[config.mk]
export PLATFORM = sky130hd
export DESIGN_NAME = even_event_window_counter_flat
export DESIGN_NICKNAME = d
export VERILOG_FILES = /design/src/rtl/even_event_window_counter_pkg.sv /design/src/rtl/even_event_window_counter_if.sv /design/src/rtl/even_event_window_counter_result_slot.sv /design/src/rtl/even_event_window_counter.sv /design/src/flat_wrapper.sv
export SDC_FILE = /design/constraint.sdc
export NUM_CORES = 1
export LEC_CHECK = 0
export CORE_MARGIN = 4
export CORE_UTILIZATION = 48
export DETAILED_ROUTE_END_ITERATION = 6
export PLACE_DENSITY = 0.7
export SYNTH_ARGS = -nofsm -noshare
export SYNTH_HDL_FRONTEND = slang
export SYNTH_HIERARCHICAL = 1
export SYNTH_SLANG_ARGS = --single-unit
export TNS_END_PERCENT = 10
[constraint.sdc]
create_clock -name clk -period 1.85 [get_ports clk]
set_input_delay 0.185 -clock clk [delete_from_list [all_inputs] [get_ports clk]]
set_output_delay 0.185 -clock clk [all_outputs]
set_load 0.1 [all_outputs]
[src/rtl/even_event_window_counter_pkg.sv]
// ============================================================================
// Module      : even_event_window_counter_pkg
// Description : Shared types, default parameters and the saturating increment
//               used by the even-event window counter and its result slot.
// Revision    : 1.0 - initial release
// ============================================================================
`default_nettype none

package even_event_window_counter_pkg;

    localparam int unsigned DEFAULT_WINDOW = 16;
    localparam int unsigned DEFAULT_CNT_W  = 8;

    typedef enum logic {
        IDLE = 1'b0,
        RUN  = 1'b1
    } state_e;

    // Adds inc to val but never exceeds 2^width-1; width must be 1..31.
    function automatic logic [31:0] sat_inc(input logic [31:0] val,
                                            input logic        inc,
                                            input int unsigned width);
        logic [31:0] max_v;
        max_v = (32'd1 << width) - 32'd1;
        if (inc && (val < max_v)) begin
            return val + 32'd1;
        end
        return val;
    endfunction

endpackage

`default_nettype wire

[src/rtl/even_event_window_counter_if.sv]
// ============================================================================
// Module      : even_event_window_counter_if
// Description : Valid/ready result port carrying a window count and the
//               sticky overrun flag.
// Revision    : 1.0 - initial release
// ============================================================================
`default_nettype none

interface even_event_window_counter_if #(
    parameter int unsigned CNT_W = 8
);
    logic             valid;
    logic             ready;
    logic [CNT_W-1:0] count;
    logic             overrun;

    modport master (output valid, output count, output overrun, input ready);
    modport slave  (input valid, input count, input overrun, output ready);
endinterface

`default_nettype wire

[src/rtl/even_event_window_counter_result_slot.sv]
// ============================================================================
// Module      : even_event_window_counter_result_slot
// Description : Single-entry valid/ready holding register. A load that finds
//               the slot occupied is dropped and sets a sticky overrun flag.
// Revision    : 1.0 - initial release
// ============================================================================
`default_nettype none

module even_event_window_counter_result_slot #(
    parameter int unsigned W = 8
) (
    input  wire logic         clk,
    input  wire logic         rst_n,
    input  wire logic         clear_i,
    input  wire logic         load_i,
    input  wire logic [W-1:0] data_i,
    input  wire logic         ready_i,
    output logic              valid_o,
    output logic [W-1:0]      data_o,
    output logic              overrun_o
);

    logic         valid_q;
    logic [W-1:0] data_q;
    logic         overrun_q;
    logic         slot_free;

    // A transfer in the same cycle frees the slot, giving back-to-back loads.
    assign slot_free = !valid_q || ready_i;

    always_ff @(posedge clk or negedge rst_n) begin
        if (!rst_n) begin
            valid_q   <= 1'b0;
            data_q    <= '0;
            overrun_q <= 1'b0;
        end else if (clear_i) begin
            valid_q   <= 1'b0;
            data_q    <= '0;
            overrun_q <= 1'b0;
        end else begin
            if (load_i && slot_free) begin
                valid_q <= 1'b1;
                data_q  <= data_i;
            end else if (ready_i) begin
                valid_q <= 1'b0;
            end
            if (load_i && !slot_free) begin
                overrun_q <= 1'b1;
            end
        end
    end

    assign valid_o   = valid_q;
    assign data_o    = data_q;
    assign overrun_o = overrun_q;

endmodule

`default_nettype wire

[src/rtl/even_event_window_counter.sv]
// ============================================================================
// Module      : even_event_window_counter
// Description : Counts detector events over windows of WINDOW enabled bit
//               periods and hands each window count to a result slot.
// Revision    : 1.0 - initial release
// ============================================================================
`default_nettype none

module even_event_window_counter
    import even_event_window_counter_pkg::*;
#(
    parameter int unsigned WINDOW = DEFAULT_WINDOW,
    parameter int unsigned CNT_W  = DEFAULT_CNT_W
) (
    input  wire logic                   clk,
    input  wire logic                   rst_n,
    input  wire logic                   enable_i,
    input  wire logic                   event_in_i,
    input  wire logic                   clear_i,
    output logic                        window_active_o,
    even_event_window_counter_if.master result
);

    localparam int unsigned IDX_W = (WINDOW > 2) ? $clog2(WINDOW) : 1;
    localparam logic [IDX_W-1:0] c_last_idx = IDX_W'(WINDOW - 1);

    state_e           state_q;
    logic [IDX_W-1:0] bit_idx_q, bit_idx_d;
    logic [CNT_W-1:0] acc_q, acc_d;
    logic [CNT_W-1:0] acc_inc;
    logic             window_active_q;
    logic             last_bit;

    always_comb begin
        acc_inc   = CNT_W'(sat_inc(32'(acc_q), event_in_i, CNT_W));
        last_bit  = enable_i && (bit_idx_q == c_last_idx);
        bit_idx_d = bit_idx_q;
        acc_d     = acc_q;
        if (enable_i) begin
            // Window end restarts at bit 0 with no dead cycle in between.
            if (last_bit) begin
                bit_idx_d = '0;
                acc_d     = '0;
            end else begin
                bit_idx_d = bit_idx_q + IDX_W'(1);
                acc_d     = acc_inc;
            end
        end
    end

    always_ff @(posedge clk or negedge rst_n) begin
        if (!rst_n) begin
            state_q         <= IDLE;
            bit_idx_q       <= '0;
            acc_q           <= '0;
            window_active_q <= 1'b0;
        end else if (clear_i) begin
            state_q         <= IDLE;
            bit_idx_q       <= '0;
            acc_q           <= '0;
            window_active_q <= 1'b0;
        end else begin
            bit_idx_q <= bit_idx_d;
            acc_q     <= acc_d;
            case (state_q)
                IDLE: begin
                    if (enable_i) begin
                        state_q         <= RUN;
                        window_active_q <= 1'b1;
                    end
                end
                RUN: begin
                    state_q         <= RUN;
                    window_active_q <= 1'b1;
                end
                default: begin
                    state_q         <= IDLE;
                    window_active_q <= 1'b0;
                end
            endcase
        end
    end

    assign window_active_o = window_active_q;

    even_event_window_counter_result_slot #(
        .W (CNT_W)
    ) u_result_slot (
        .clk       (clk),
        .rst_n     (rst_n),
        .clear_i   (clear_i),
        .load_i    (last_bit),
        .data_i    (acc_inc),
        .ready_i   (result.ready),
        .valid_o   (result.valid),
        .data_o    (result.count),
        .overrun_o (result.overrun)
    );

endmodule

`default_nettype wire

[src/flat_wrapper.sv]
// flat-port wrapper written by rule: the top's interface ports become plain ports
module even_event_window_counter_flat import even_event_window_counter_pkg::*;
#(
    parameter int unsigned WINDOW = DEFAULT_WINDOW,
    parameter int unsigned CNT_W  = DEFAULT_CNT_W
)
  (clk, rst_n, enable_i, event_in_i, clear_i, window_active_o, result_valid, result_count, result_overrun, result_ready);
  even_event_window_counter_if #(.CNT_W(CNT_W)) result_i ();
  input  wire logic clk;
  input  wire logic rst_n;
  input  wire logic enable_i;
  input  wire logic event_in_i;
  input  wire logic clear_i;
  output logic window_active_o;
  output wire logic [$bits(result_i.valid)-1:0] result_valid;
  output wire logic [$bits(result_i.count)-1:0] result_count;
  output wire logic [$bits(result_i.overrun)-1:0] result_overrun;
  input wire logic [$bits(result_i.ready)-1:0] result_ready;
  assign result_valid = result_i.valid;
  assign result_count = result_i.count;
  assign result_overrun = result_i.overrun;
  assign result_i.ready = result_ready;
  even_event_window_counter #(.WINDOW(WINDOW), .CNT_W(CNT_W)) u_core (.clk(clk), .rst_n(rst_n), .enable_i(enable_i), .event_in_i(event_in_i), .clear_i(clear_i), .window_active_o(window_active_o), .result(result_i));
endmodule
==> impl_metrics.toml <==
[timing]
min_period_ns = 1.701
worstMarginPinSlew_ns = 0.4269
fin_crit_sh_pct = 91.96
finalHoldViolCount = 0
setup_viol = 0
maxSlewHeadroom_pct = 71.37
rsz0062_at_grt = "no"
setup_tns_ns = 0
final.setup_skew_ns = 0.008050
maxSlewViolCount = 0
fmax_ghz = 0.5878

[die]
dieArea_sq_um = 3653
die_h_microns = 60.44
initial_core_util_pct = 51.87
pin_count = 17
core_sq_um = 2545
die_x_microns = 60.44
row_count = 18

[route]
vias = 1015
ant_nets = 0
via_per_inst = 5.516
drt-total-wl_microns = 2661
post_drt_wl_per_cell_microns = 14.46
drt_iter0_markers = 39
route.detailed.drc = 0
firstDrtPassIters = 4

[cts]
tritoncts = "yes"
clk_pin_slew_worst_paths_ns = 0.14
cts_max_path_buffers = 2
cts_buffers = 3
clk_latency_ns = 0.32
htreeDepth = 1
cts-root-buf = "clkbuf_4"
cts_sinks = 24

[critical_path]
critPathRequiredTime_ns = 2.10
worstSetupEndpointType = "flip-flop"
r2r_cells = 5
r2r-end = "u_core/acc_q[5]"
worstPathArrival_ns = 1.95
critPathMaxFanout = 6
setup.worst_path.start_class = "flip-flop"
path_class = "reg -> reg"
timing.rr.start = "u_core/acc_q[1]"
ff2ff_setup_slack_ns = 0.15

[final_layout]
nFillCells = 220
drive_gt1_share_pct = 23.38
diodes = 0
multiInputGateArea_sq_um = 683.2
nets = 163
areaGrowthSynthToFinish_pct = 18.86
final_common_cell = "dfrtp_1"
layout_common_cells = "24 x dfrtp_1, 21 x buf_4, 18 x nand2b_1"
regArea_sq_um = 600.6

[power_and_ir_drop]
p_leak_uw = 0.0006886
power_uw = 1080
peakVddDrop_mv = 0.6471
p_per_area_nw_per_um2 = 688.2

[yosys]
synth_top_area_share_pct = 45.50
synth.distinct_cells = 32
syn_avg_cell_area_sq_um = 10.23
synth.area.mux_share_pct = 9.384
synth_top_family_by_area = "simple AND/OR/NAND/NOR gates"
syn-num-nets = 137
synth_compound_area_share_pct = 10.62
synthAdderAreaFrac_pct = 1.896
synth-simple-area-share_pct = 24.83
yosys.area.top_type = "dfrtp_1"
synthXorXnorAreaFrac_pct = 4.645
yosys_warnings = 6
synth_area_leaders = "dfrtp_1 45%, nand2b_1 8.5%, mux2i_1 6.8%"
syn_inst = 129
synth.cell_area_sq_um = 1320
ys_seq_elements = 24
ys_seq_area_share_pct = 45.50

[place]
gp_congestion = 0.9249
port_buffers = 16
hpwl_microns = 1946

[flow_run]
cap_violations = 0

[grt]
grt_start_max_net_pins = 25
overflow = 0
track_usage_pct = 16.39
grt_pass1_wl_microns = 4485
antenna_found_initial = 0
grt_pass1_vias = 978

[min_path]
min_path_type = "in -> async"

[outcome]
status = "completed"
[worst max-delay path: stages, from the launching register on]
cell and delay [ns]:
dfrtp_1 0.44, ha_2 0.22, and3_4 0.19, a21o_1 0.23, or4b_1 0.47, o211ai_1 0.09
[metal layers]
metal | GRT usage, % | up-vias | wire [microns]
met5 | 0 | - | 0
met4 | 7.430 | 0 | 61
met3 | 2.766 | 6 | 120
met2 | 24.23 | 21 | 1202
met1 | 23.54 | 490 | 1278
li1 | - | 498 | -
[per-stage QoR]
stage / instances / setup slack, ns / cell area (sq um) / hold slack, ns / util [%]
final: 184 / 0.1488 / 1569 / 0.2334 / 61.65
after global routing: 184 / 0.04234 / 1569 / 0.2485 / 61.65
after CTS: 184 / 0.09069 / 1564 / 0.2405 / 61.46
after detailed placement: 180 / 0.06242 / 1528 / 0.4910 / 60.03
after global placement: 180 / 0.1075 / 1528 / 0.4753 / 60.03
after floorplan: 129 / 0.1340 / 1320 / -0.1106 / -
[logic make-up (layout without fill, tap and decap cells)]
family                     Yosys count  count (layout)
and+or+nand+nor                     57              57
DFF                                 24              24
buffers and inverters                6              31
muxes                               12              12
AOI/OAI and AO/OA                   21              21
adders and majority gates            2               2
xor gates and xnor gates             7               7
[cells in the mapped netlist, drive strengths merged]
cell type  count
mux2i          9
o21ai          2
a22o           3
and3           1
o211ai         1
a21oi          5
a211oi         1
nor3           2
nand2         14
nor2          11
inv            1
nor3b          1
or4b           1
a31oi          5
nor2b          2
nand2b        18
nand3          2
a32o           1
dfrtp         24
a21boi         1
xor2           3
or2            1
mux2           3
ha             2
and4           2
nand4          2
xnor2          4
buf            5
a21o           2
[cell type report]
| cell class | instances | share of cell area (%) |
|---|---|---|
| clock buffers | 4 | 2.313 |
| inverters | 1 | 0.2392 |
| multi-input cells | 99 | 43.54 |
| flip-flops and latches | 24 | 38.28 |
| well taps | 30 | 2.392 |
| repair buffers | 26 | 13.24 |
[report_power, final]
part           switching [uW]  internal [uW]  total [uW]
Clock                     160            120         280
Combinational             112           98.5         210
Sequential               35.2            554         589
Total                     307            773        1080
[state kept, by name (all words and copies together) (netlist names)]
signal,cells
u_core/window_active_o,1
u_core/u_result_slot/valid_o,1
u_core/bit_idx_q,4
u_core/u_result_slot/data_o,8
u_core/acc_q,8
u_core/u_result_slot/overrun_o,1
u_core/state_q,1
[how the worst max path moves through the flow]
stage | from | end | slack (ns) | cells past startpoint
CTS | u_core/acc_q[1] | u_core/u_result_slot/data_o[5] | 0.09 | 7
global placement | event_in_i | u_core/acc_q[6] | 0.11 | 5
global route | u_core/acc_q[1] | u_core/acc_q[5] | 0.04 | 5
detailed placement | event_in_i | u_core/u_result_slot/data_o[5] | 0.06 | 7
finish | u_core/acc_q[1] | u_core/acc_q[5] | 0.15 | 5
floorplan | u_core/acc_q[0] | u_core/u_result_slot/data_o[2] | 0.13 | 7
[what timing repair did]
action / CTS / global route
hold buffers: 0 / 0
buffers inserted: 0 / 0
gates resized for setup: 0 / 2
endpoints found under the setup margin: 0 / 2
Note: power is estimated with default switching activity, not from simulation.
